`config.mk`:
```
export PLATFORM = sky130hd
export DESIGN_NAME = stream_mux_rr
export DESIGN_NICKNAME = d
export VERILOG_FILES = /design/src/rtl/stream_mux_rr.sv
export SDC_FILE = /design/constraint.sdc
export NUM_CORES = 1
export LEC_CHECK = 0
export ABC_AREA = 1
export ABC_CLOCK_PERIOD_IN_PS = 4490
export BUFFER_PORTS_ARGS = -buffer_cell sky130_fd_sc_hd__buf_4
export CAP_MARGIN = 20
export CORE_ASPECT_RATIO = 0.9
export CORE_MARGIN = 2
export CORE_UTILIZATION = 42
export CTS_BUF_LIST = sky130_fd_sc_hd__clkbuf_8
export CTS_CLUSTER_DIAMETER = 150
export DETAILED_ROUTE_END_ITERATION = 12
export PLACE_DENSITY = 0.81
export SLEW_MARGIN = 25
export SYNTH_ARGS = -nofsm -noshare
export SYNTH_HDL_FRONTEND = slang
export SYNTH_SLANG_ARGS = --single-unit
```
`constraint.sdc`:
```
create_clock -name clk -period 4.49 [get_ports clk]
set_clock_uncertainty 0.1 [all_clocks]
set_input_delay 1.1225 -clock clk [delete_from_list [all_inputs] [get_ports clk]]
set_output_delay 1.1225 -clock clk [all_outputs]
set_load 0.02 [all_outputs]
```
`src/rtl/stream_mux_rr.sv`:
```
// stream_mux_rr: N:1 valid/ready stream multiplexer with fixed-select or
// round-robin arbitration and a 1-entry registered output stage.
//
// Ports:
//   clk, rst_n   rising-edge clock, asynchronous active-low reset
//   in_data      NUM_CH packed words, channel i at [i*WIDTH +: WIDTH]
//   in_valid     per-channel valid
//   in_ready     per-channel ready (combinational, one-hot or zero)
//   mode         0 = fixed select via sel, 1 = round-robin
//   sel          channel index used when mode = 0
//   out_data     registered output word
//   out_ch       channel index that supplied out_data
//   out_valid    output word valid
//   out_ready    consumer ready
module stream_mux_rr #(
    parameter  int NUM_CH = 4,
    parameter  int WIDTH  = 8,
    localparam int SEL_W  = $clog2(NUM_CH)
) (
    input  logic                    clk,
    input  logic                    rst_n,
    input  logic [NUM_CH*WIDTH-1:0] in_data,
    input  logic [NUM_CH-1:0]       in_valid,
    output logic [NUM_CH-1:0]       in_ready,
    input  logic                    mode,
    input  logic [SEL_W-1:0]        sel,
    output logic [WIDTH-1:0]        out_data,
    output logic [SEL_W-1:0]        out_ch,
    output logic                    out_valid,
    input  logic                    out_ready
);

    logic [WIDTH-1:0]  r_out_data;
    logic [SEL_W-1:0]  r_out_ch;
    logic              r_out_valid;
    logic [SEL_W-1:0]  r_rr_ptr;

    logic              w_load;
    logic              w_gnt_valid;
    logic [SEL_W-1:0]  w_gnt;
    logic [WIDTH-1:0]  w_gnt_data;
    logic [NUM_CH-1:0] w_in_ready;
    int                w_best;
    int                w_dist;

    // The output stage can take a word when empty or draining this cycle.
    assign w_load = ~r_out_valid | out_ready;

    always_comb begin
        w_gnt_valid = 1'b0;
        w_gnt       = '0;
        w_best      = NUM_CH;
        w_dist      = 0;
        if (!mode) begin
            // sel values at or beyond NUM_CH match no channel.
            for (int i = 0; i < NUM_CH; i++) begin
                if (sel == SEL_W'(i) && in_valid[i]) begin
                    w_gnt_valid = 1'b1;
                    w_gnt       = SEL_W'(i);
                end
            end
        end else begin
            // Distance of channel i from the slot after rr_ptr;
            // the valid channel with the smallest distance wins.
            for (int i = 0; i < NUM_CH; i++) begin
                w_dist = (i + NUM_CH - 1 - int'(r_rr_ptr)) % NUM_CH;
                if (in_valid[i] && w_dist < w_best) begin
                    w_best      = w_dist;
                    w_gnt_valid = 1'b1;
                    w_gnt       = SEL_W'(i);
                end
            end
        end
    end

    always_comb begin
        w_gnt_data = '0;
        for (int i = 0; i < NUM_CH; i++) begin
            if (w_gnt == SEL_W'(i)) begin
                w_gnt_data = in_data[i*WIDTH +: WIDTH];
            end
        end
    end

    always_comb begin
        w_in_ready = '0;
        for (int i = 0; i < NUM_CH; i++) begin
            w_in_ready[i] = rst_n & w_load & w_gnt_valid
                          & (w_gnt == SEL_W'(i));
        end
    end

    always_ff @(posedge clk or negedge rst_n) begin
        if (!rst_n) begin
            r_out_data  <= '0;
            r_out_ch    <= '0;
            r_out_valid <= 1'b0;
            r_rr_ptr    <= SEL_W'(NUM_CH - 1);
        end else if (w_load) begin
            if (w_gnt_valid) begin
                r_out_data  <= w_gnt_data;
                r_out_ch    <= w_gnt;
                r_out_valid <= 1'b1;
                if (mode) begin
                    r_rr_ptr <= w_gnt;
                end
            end else begin
                r_out_valid <= 1'b0;
            end
        end
    end

    assign in_ready  = w_in_ready;
    assign out_data  = r_out_data;
    assign out_ch    = r_out_ch;
    assign out_valid = r_out_valid;

endmodule
```
**Word level (Yosys, flattened, before mapping)**

Index checks and enable logic that the tools add are counted.

- Add/subtract/negate cells: 4
- Multiplexer cells: 27
- Order comparisons: 4
- Equal/unequal tests: 6
- Bitwise gates (word level): 12
- Reduce and logical (&&, ||, !) cells: 16

Operator list:

| operator | count |
|---|---|
| $mux W32 | 6 |
| $lt A3 B32 Y1 | 3 |
| $mux W8 | 4 |
| $mux W1 | 12 |
| $sub A3 B2 Y4 const A | 3 |
| $and A1 B1 Y1 | 10 |
| $mux W2 | 5 |
| $eq A2 B2 Y1 const B | 4 |
| $logic_and A1 B1 Y1 | 8 |
| $reduce_or A2 Y1 | 4 |
| $eq A2 B1 Y1 const B | 2 |
| $logic_not A2 Y1 | 2 |
| $lt A3 B4 Y1 const B | 1 |
| $reduce_and A3 Y1 | 1 |
| $sub A2 B2 Y3 const A | 1 |
| $reduce_and A2 Y1 | 1 |
| $not A1 Y1 | 1 |
| $or A1 B1 Y1 | 1 |

- Output and inout port bits: 15
- Register bits: 13
- Logic and storage cells: 73
- Input bits: 42

**Depth between registers and ports, before layout**

Gate-level depths: netlist of run 1.

- Word-level depth: 24
- Depth in mapped cells: 31
- Gate-level depth less buffers: 30

**Worst setup path after synthesis of run 1**

No wires, ideal clock.

- Path kind: input to output
- Start point: input port in_valid[0]
- End point: output port in_ready[1]
- Cell stages on the path: 25
- Required time: 3.268 ns
- Setup slack: -0.606 ns
- Buffers on the path: 1
- Data arrival time: 3.873 ns
- Path through: nand2_1 -> ha_1 -> nand2_1 -> nand2_1 -> nand2_1 -> nand2_1 -> nand2_1 -> o22ai_1 -> inv_1 -> ha_1 -> inv_1 -> nor2_1 -> nand2_1 -> nand3_2 -> nor2_1 -> a21oi_1 -> ha_1 -> inv_1 -> nor2_1 -> nand2_2 -> nand4_1 -> nand2_2 -> inv_1 -> buf_2 -> nor3_1

- Cells in the longest elaborated chain, start to end: 17
- Elaborated cells on any way between the ends: 30
- Classes of those cells: order compare (3); eq/ne (1); mux (19); bitwise (2); reduce/logical (5)

RTL lines:

| what | RTL line | RTL |
|---|---|---|
| start: declaration | 23 | `input logic [NUM_CH-1:0] in_valid,` |
| $logic_and A1 B1 Y1 | 67 | `if (in_valid[i] && w_dist < w_best) begin` |
| $mux W32 | 67 |  |
| $mux W32 | 54 | `if (!mode) begin` |
| $lt A3 B32 Y1 | 67 |  |
| $logic_and A1 B1 Y1 | 67 |  |
| $mux W32 | 67 |  |
| $mux W32 | 54 |  |
| $lt A3 B32 Y1 | 67 |  |
| $logic_and A1 B1 Y1 | 67 |  |
| $mux W32 | 67 |  |
| $mux W32 | 54 |  |
| $lt A3 B32 Y1 | 67 |  |
| $logic_and A1 B1 Y1 | 67 |  |
| $mux W2 or $mux W1 (tied branches) | 67 |  |
| $mux W2 or $mux W1 (tied branches) | 54 |  |
| $eq A2 B1 Y1 or $and A1 B1 Y1 (tied branches) | 89, 88 |  |
| $and A1 B1 Y1 (*) | 89 | `& (w_gnt == SEL_W'(i));` |
| end: declaration | 24 | `output logic [NUM_CH-1:0] in_ready,` |

Every way passes the cells marked *; elsewhere a longest branch is shown, timed or not. The select of a mux whose other input is x is not followed.

**Final worst setup path of run 1**

- Start point: input port in_valid[0]
- End point: output port in_ready[0]

- Cells in the longest elaborated chain, start to end: 17
- Elaborated cells on any way between the ends: 30
- Classes of those cells: order compare (3); mux (19); bitwise (2); reduce/logical (6)

RTL lines:

| what | RTL line |
|---|---|
| $logic_and A1 B1 Y1 | 67 |
| $mux W32 | 67 |
| $mux W32 | 54 |
| $lt A3 B32 Y1 | 67 |
| $logic_and A1 B1 Y1 | 67 |
| $mux W32 | 67 |
| $mux W32 | 54 |
| $lt A3 B32 Y1 | 67 |
| $logic_and A1 B1 Y1 | 67 |
| $mux W32 | 67 |
| $mux W32 | 54 |
| $lt A3 B32 Y1 | 67 |
| $logic_and A1 B1 Y1 | 67 |
| $mux W1 or $mux W2 (tied branches) | 67 |
| $mux W1 or $mux W2 (tied branches) | 54 |
| $and A1 B1 Y1 or $logic_not A2 Y1 (tied branches) | 88, 89 |
| $and A1 B1 Y1 (*) | 89 |

Marks and branches as above.

==> results of run 1 <==
report_power, final:
part | internal, mW | leakage (nW) | total, mW | switching, mW
Sequential | 0.177 | 0.155 | 0.207 | 0.0308
Clock | 0.0607 | 0.0269 | 0.110 | 0.0498
Combinational | 0.394 | 0.889 | 0.886 | 0.492
Total | 0.632 | 1.07 | 1.20 | 0.573
cell families (layout without fill, tap and decap cells):
kind of cell / count (synthesis) / count (layout)
AOI/OAI and AO/OA: 17 / 17
xor gates and xnor gates: 1 / 1
adders and majority gates: 3 / 3
and+or+nand+nor: 104 / 104
buffers and inverters: 33 / 116
DFF: 13 / 13
what timing repair did:
item | CTS | global route
setup endpoints to repair | 4 | 6
cloned | 0 | 0
setup buffers | 10 | 5
resized for setup | 6 | 10
pin swaps | 20 | 17
worst max-delay path by stage:
stage / endpoint / slack [ns] / depth (start not counted)
6_report: in_ready[0] / -0.62 / 27
5_1_grt: in_ready[0] / -0.73 / 27
4_1_cts: in_ready[0] / -0.53 / 26
3_5_place_dp: in_ready[0] / -0.58 / 27
3_3_place_gp: in_ready[0] / -0.47 / 27
2_1_floorplan: in_ready[1] / -0.29 / 25
flip-flops by register name, indices dropped and copies added (netlist names):
signal and cells:
r_rr_ptr 2, out_data 8, out_valid 1, out_ch 2
worst max-delay path: cells and delay by family:
kind / cells / cell delay [ns]
buffers and inverters: 6 / 0.43
AO/OA/AOI/OAI: 2 / 0.19
AND/OR/NAND/NOR: 16 / 1.35
adder cells (fa/ha/maj): 3 / 0.80
cell type report:
type	count	area, sq um	area share [%]
Timing Repair Buffer	84	665.6	34.64
Sequential cell	13	327.8	17.06
Clock buffer	3	41.29	2.148
Clock inverter	1	3.754	0.1953
Multi-Input combinational cell	125	738.2	38.41
Tap cell	28	35.03	1.823
Inverter	28	110.1	5.729
placed cells by master, fill, tap and decap left out, types with 5 or more instances in the layout:
cell type / Yosys / layout
buf_4: 0 / 78
nand2_1: 52 / 46
inv_1: 26 / 26
nand3_1: 22 / 22
dfrtp_1: 11 / 11
nand2_4: 2 / 6
nor2_1: 8 / 6
o21ai_0: 6 / 6
nand4_1: 6 / 6
nand2_2: 3 / 5
layer usage:
| layer | routed length [microns] | vias up | global-route usage [%] | share of wire, % |
|---|---|---|---|---|
| met2 | 2051 | 66 | 41.67 | 50 |
| li1 | - | 713 | - | - |
| met4 | 78 | 0 | 8.527 | 1.9 |
| met1 | 1717 | 656 | 32.62 | 42 |
| met3 | 229 | 13 | 6.420 | 5.6 |
| met5 | 0 | - | 0 | 0 |
metrics by stage:
stage          setup WS, ns  total power, mW  cell area [sq um]  hold WS (ns)
2_1_floorplan       -0.2937           0.6848               1189        0.3933
6_report            -0.6213            1.204               1922        0.3782
3_3_place_gp        -0.4656           0.9045               1705        0.3651
4_1_cts             -0.5272            1.093               1848        0.3826
3_5_place_dp        -0.5767           0.9191               1705        0.3665
5_1_grt             -0.7290            1.299               1922        0.4034
==> run metrics, run 1 <==
CP arrival=3.89 ns; Area Overhead vs Synth=75.54%; critical path class=input pin to output pin; first-pass GRT wire length=5858 microns; Hold Crit Start=out_data[1]; pwr/cell area=626.5 nW/um^2; FF-to-FF Start=r_rr_ptr[0]; largest family of logic cells by synthesized area=simple AND/OR/NAND/NOR gates; drt initial violations=just over 60; Critical path origin=in_valid[0]; P_leak=1.070 nW; DP HPWL=2481 microns; share of the synthesized area in the top cell type=25.14%; antenna violations before repair=0; core area=2467 sq um; Mapped Cells=171; f_max=195.6 MHz; final worst-path cycle share=113.8%; most used flip-flop cell after synthesis=dfrtp_1; Final Hold Vio Count=0; IO buf count=56; HP Class=register to register; CTS Hold Bufs=0; Layout Utilization=77.89%; mux share of post-synthesis cell area=0%; drt total wl=between 4000 and 5000 microns; cell repeated most along the worst path=nand2_4; wire per inst=14.46 microns; drt via density=5.135; reg-to-reg slack, setup=between 0.4 and 0.5 ns; Die Ht=52.44 microns; Worst Setup Slack, final=-0.6213 ns; Final Wtd Congestion=0.8813; Final Max Slew Viols=0; EDFF count, synth=0; Crit path largest cell delay=~0.27 ns; n_diodes=0; post-synthesis sequential area ratio=approximately 30%; critical path's slowest cell=ha_1; maximum fanout along the worst path=4; FP Rows=17; cell area after synthesis=1095 sq um; Hold Path End=out_data[1]; Routed Antenna Nets=0; Syn Nets=216; pin count of the biggest net entering global routing=16; synthesized area per cell=6.402 sq um; Final Setup Violations=4; worst reg-to-reg path cell count=29; RSZ-0062 raised after global routing=true; proportion of layout cells with a drive suffix above 1=between 40 and 50%; CTS clk-pin slew, worst paths=approximately 0.060 ns; leading area contributor after synthesis=dfrtp_1; Die Area=3032 sq um; IO Pins=57; flops & latches, synth=13; maximum vdd drop=0.0004231 V; Die X=about 58 microns; vias in the first global route=1318; Worst Max-Slew Pin Slew=0.3640 ns; Setup crit end kind=output pin; asr flop ratio synth=100.0%; Post-Synth Simple-Gate Area=44.69%; CTS max path bufs=2; Placed Cells=263; Synth Area in Adders=3.429%; Hold Path Depth=2; capturing point of the worst reg2reg path=out_data[5]; drt drc=0; fillcell total=181; clock sink count=13; Initial Utilization=44.37%; Worst Setup Start Kind=input pin; clk_lat worst skew=0.25 ns; fin cells=~280; root buffer cell=clkbuf_8; Unique masters post-synth=28; Vias=between 1000 and 1500; commonest cells in the netlist=52 x nand2_1, 26 x inv_1, 22 x nand3_1, 11 x dfrtp_1, 8 x nor2_1; Synth Area in Compound Gates=8.571%; GRT Util Overall=about 25%; CTS buffer count=3; Remaining Overflow, GRT=0; warnings from Yosys=0; DRT Pass-1 Iters=4; Critical Path RT=3.27 ns; count leader, synth=nand2_1; top cells by area, synth=dfrtp_1 25%, nand2_1 18%, nand3_1 10%; Max-Cap Viols=0; Final min period=5.111 ns; status=complete, but fails checks; Slew HR=75.67%; H-tree Lvls=1; failing checks=setup timing; Final nets=300; Post-Synth XOR/XNOR Area=less than 1%; CTS tree=yes; Setup TNS=-2.370 ns
Power figures use the tool's default switching activity.
==> run 2: changes to the inputs <==
--- a/config.mk
+++ b/config.mk
@@ -17,4 +17,5 @@
 export DETAILED_ROUTE_END_ITERATION = 12
 export PLACE_DENSITY = 0.81
+export RECOVER_POWER = 100
 export SLEW_MARGIN = 25
 export SYNTH_ARGS = -nofsm -noshare
--- a/constraint.sdc
+++ b/constraint.sdc
@@ -3,3 +3,3 @@
 set_input_delay 1.1225 -clock clk [delete_from_list [all_inputs] [get_ports clk]]
 set_output_delay 1.1225 -clock clk [all_outputs]
-set_load 0.02 [all_outputs]
+set_load 0.01 [all_outputs]
==> run 2 against run 1 <==
The flow still finishes with violations (setup timing). Sequential cell count did not move. Setup slack improved by 0.10 ns. Wire length fell by 12%. Power fell by 11%. Non-clock buffer count fell by 8. First-iteration DRC count fell by 9.8%. Final area fell by 3.4%. Count of clock-buffer cells in the layout did not move. Worst hold slack got worse by 0.0014 ns. Critical endpoint is now in_ready[2]. Largest cell class unchanged. Highest routed layer unchanged.
==> run metrics, run 2 (synthesis gave the netlist of run 1 again) <==
status=complete, but fails checks (unchanged); failing checks=setup timing (unchanged); Final Wtd Congestion=0.8151 (was 0.8813); DR WL met3=192 microns (was 229 microns); multi-input logic area=739.5 sq um (was 738.2 sq um); Slew HR=74.53% (was 75.67%); critical path buffer and inverter count=6 (unchanged); Die X=57.82 microns (unchanged); Placed Cells=265 (was 263); fin cells=274 (was 282); Final Hold Vio Count=0 (unchanged); M1 WL=1467 microns (was 1717 microns); IO Pins=57 (unchanged); Routed met2 length=1843 microns (was 2051 microns); H-tree Lvls=1 (unchanged); final worst-path cycle share=111.5% (was 113.8%); top layer in use=met4 (unchanged); Worst Setup Start Kind=input pin (unchanged); core area=2467 sq um (unchanged); Crit path largest cell delay=0.29 ns (was 0.27 ns); drt total wl=3579 microns (was 4077 microns); proportion of layout cells with a drive suffix above 1=43.90% (was 46.06%); antenna violations before repair=0 (unchanged); Max-Cap Viols=0 (unchanged); root buffer cell=clkbuf_8 (unchanged); Setup crit end kind=output pin (unchanged); Worst Max-Slew Pin Slew=0.3811 ns (was 0.3640 ns); clock sink count=13 (unchanged); Final min period=5.008 ns (was 5.111 ns); fin area=1857 sq um (was 1922 sq um); most frequent cells in the layout=70 x buf_4, 46 x nand2_1, 26 x inv_1, 22 x nand3_1, 11 x dfrtp_1 (was 78 x buf_4, 46 x nand2_1, 26 x inv_1, 22 x nand3_1, 11 x dfrtp_1); commonest non-fill, non-tap cell in the layout=buf_4 (unchanged); f_max=199.7 MHz (was 195.6 MHz); reg-to-reg slack, setup=0.56 ns (was 0.42 ns); critical path's slowest cell=ha_1 (unchanged); CTS buffer count=3 (unchanged); Routed Antenna Nets=0 (unchanged); RSZ-0062 raised after global routing=true (unchanged); Critical Path RT=3.27 ns (about the same); CTS clk-pin slew, worst paths=0.05 ns (was 0.06 ns); Layout Utilization=75.25% (was 77.89%); FF+latch area=327.8 sq um (unchanged); IO buf count=56 (unchanged); Initial Utilization=44.37% (unchanged); CP arrival=3.79 ns (was 3.89 ns); Die Ht=52.44 microns (unchanged); pin count of the biggest net entering global routing=16 (unchanged); Final nets=292 (was 300); drt drc=0 (unchanged); CTS tree=yes (unchanged); Die Area=3032 sq um (unchanged); HP Class=register to register (unchanged); wire per inst=13.06 microns (was 14.46 microns); Final Max Slew Viols=0 (unchanged); Final Setup Violations=4 (unchanged); cell repeated most along the worst path=nand2_2 (was nand2_4); Crit path max-delay family=simple AND/OR/NAND/NOR gates (unchanged); drt initial violations=55 (was 61); critical path class=input pin to output pin (unchanged); Area Overhead vs Synth=69.60% (was 75.54%); CTS max path bufs=2 (unchanged); DRT Pass-1 Iters=4 (unchanged); Worst Setup Slack, final=-0.5177 ns (was -0.6213 ns); GRT Util Overall=26.25% (was 25.42%); DP HPWL=2637 microns (was 2481 microns); vias in the first global route=1391 (was 1318); maximum vdd drop=0.0003816 V (was 0.0004231 V); first-pass GRT wire length=6078 microns (was 5858 microns); CTS Hold Bufs=0 (unchanged); fillcell total=190 (was 181); FP Rows=17 (unchanged); max reg flops=8 (unchanged); post-place instance area=1708 sq um (was 1705 sq um); drt via density=5.015 (was 5.135); Vias=1374 (was 1448); pwr/cell area=579.0 nW/um^2 (was 626.5 nW/um^2); clk_lat worst skew=0.24 ns (was 0.25 ns); Remaining Overflow, GRT=0 (unchanged); n_diodes=0 (unchanged); P_leak=1.027 nW (was 1.070 nW); maximum fanout along the worst path=4 (unchanged)
run 2: layout make-up:
cell class / count / area share (%)
multi-input combinational: 125 / 39.82
timing repair buffer: 76 / 32.14
sequential: 13 / 17.65
inverter: 28 / 6.065
clock buffer: 3 / 2.224
tap: 28 / 1.887
clock inverter: 1 / 0.2022
run 2: final timing paths:
check                      cells after the start   startpoint           to
min in group asynchronous                      1        rst_n  out_data[7]
max in group asynchronous                      1        rst_n  r_rr_ptr[0]
max reg2reg                                   29  r_rr_ptr[0]  out_data[4]
min reg2reg                                    2  out_data[1]  out_data[1]
max                                           27  in_valid[0]  in_ready[2]
min                                            2  out_data[1]  out_data[1]
run 2: metrics by stage:
stage	TNS (ns)	hold WS, ns	total power, mW	setup slack (ns)
final	-1.989	0.3768	1.075	-0.5177
after global routing	-2.825	0.3950	1.182	-0.7197
after CTS	-1.791	0.3824	1.014	-0.4677
after detailed placement	-2.153	0.3675	0.8776	-0.6014
after global placement	-1.679	0.3636	0.8606	-0.4684
after floorplan	-0.8879	0.3933	0.6428	-0.2366
run 2: tightest hold or removal path: cells and delay by family (launching register included):
kind          cells  cell delay, ns
flops             1            0.34
simple gates      2            0.10
run 2: metal layers:
layer  global-route usage [%]  vias to the layer above
met2                    44.89                       46
met3                    7.407                       12
met4                    10.85                        0
met1                    30.90                      616
met5                        0                        -
li1                         -                      700
run 2: power breakdown:
part	total (mW)	internal [mW]	switching (mW)	leakage, nW
clock network	0.108	0.0606	0.0475	0.0269
logic	0.761	0.338	0.422	0.846
registers	0.206	0.177	0.0298	0.155
run 2: timing repair:
item                                    4_1_cts  5_1_grt
endpoints found under the setup margin        4       12
gates resized for setup                      10        8
pin swaps                                     8       11
buffers inserted                              2        3
gates cloned                                  0        0
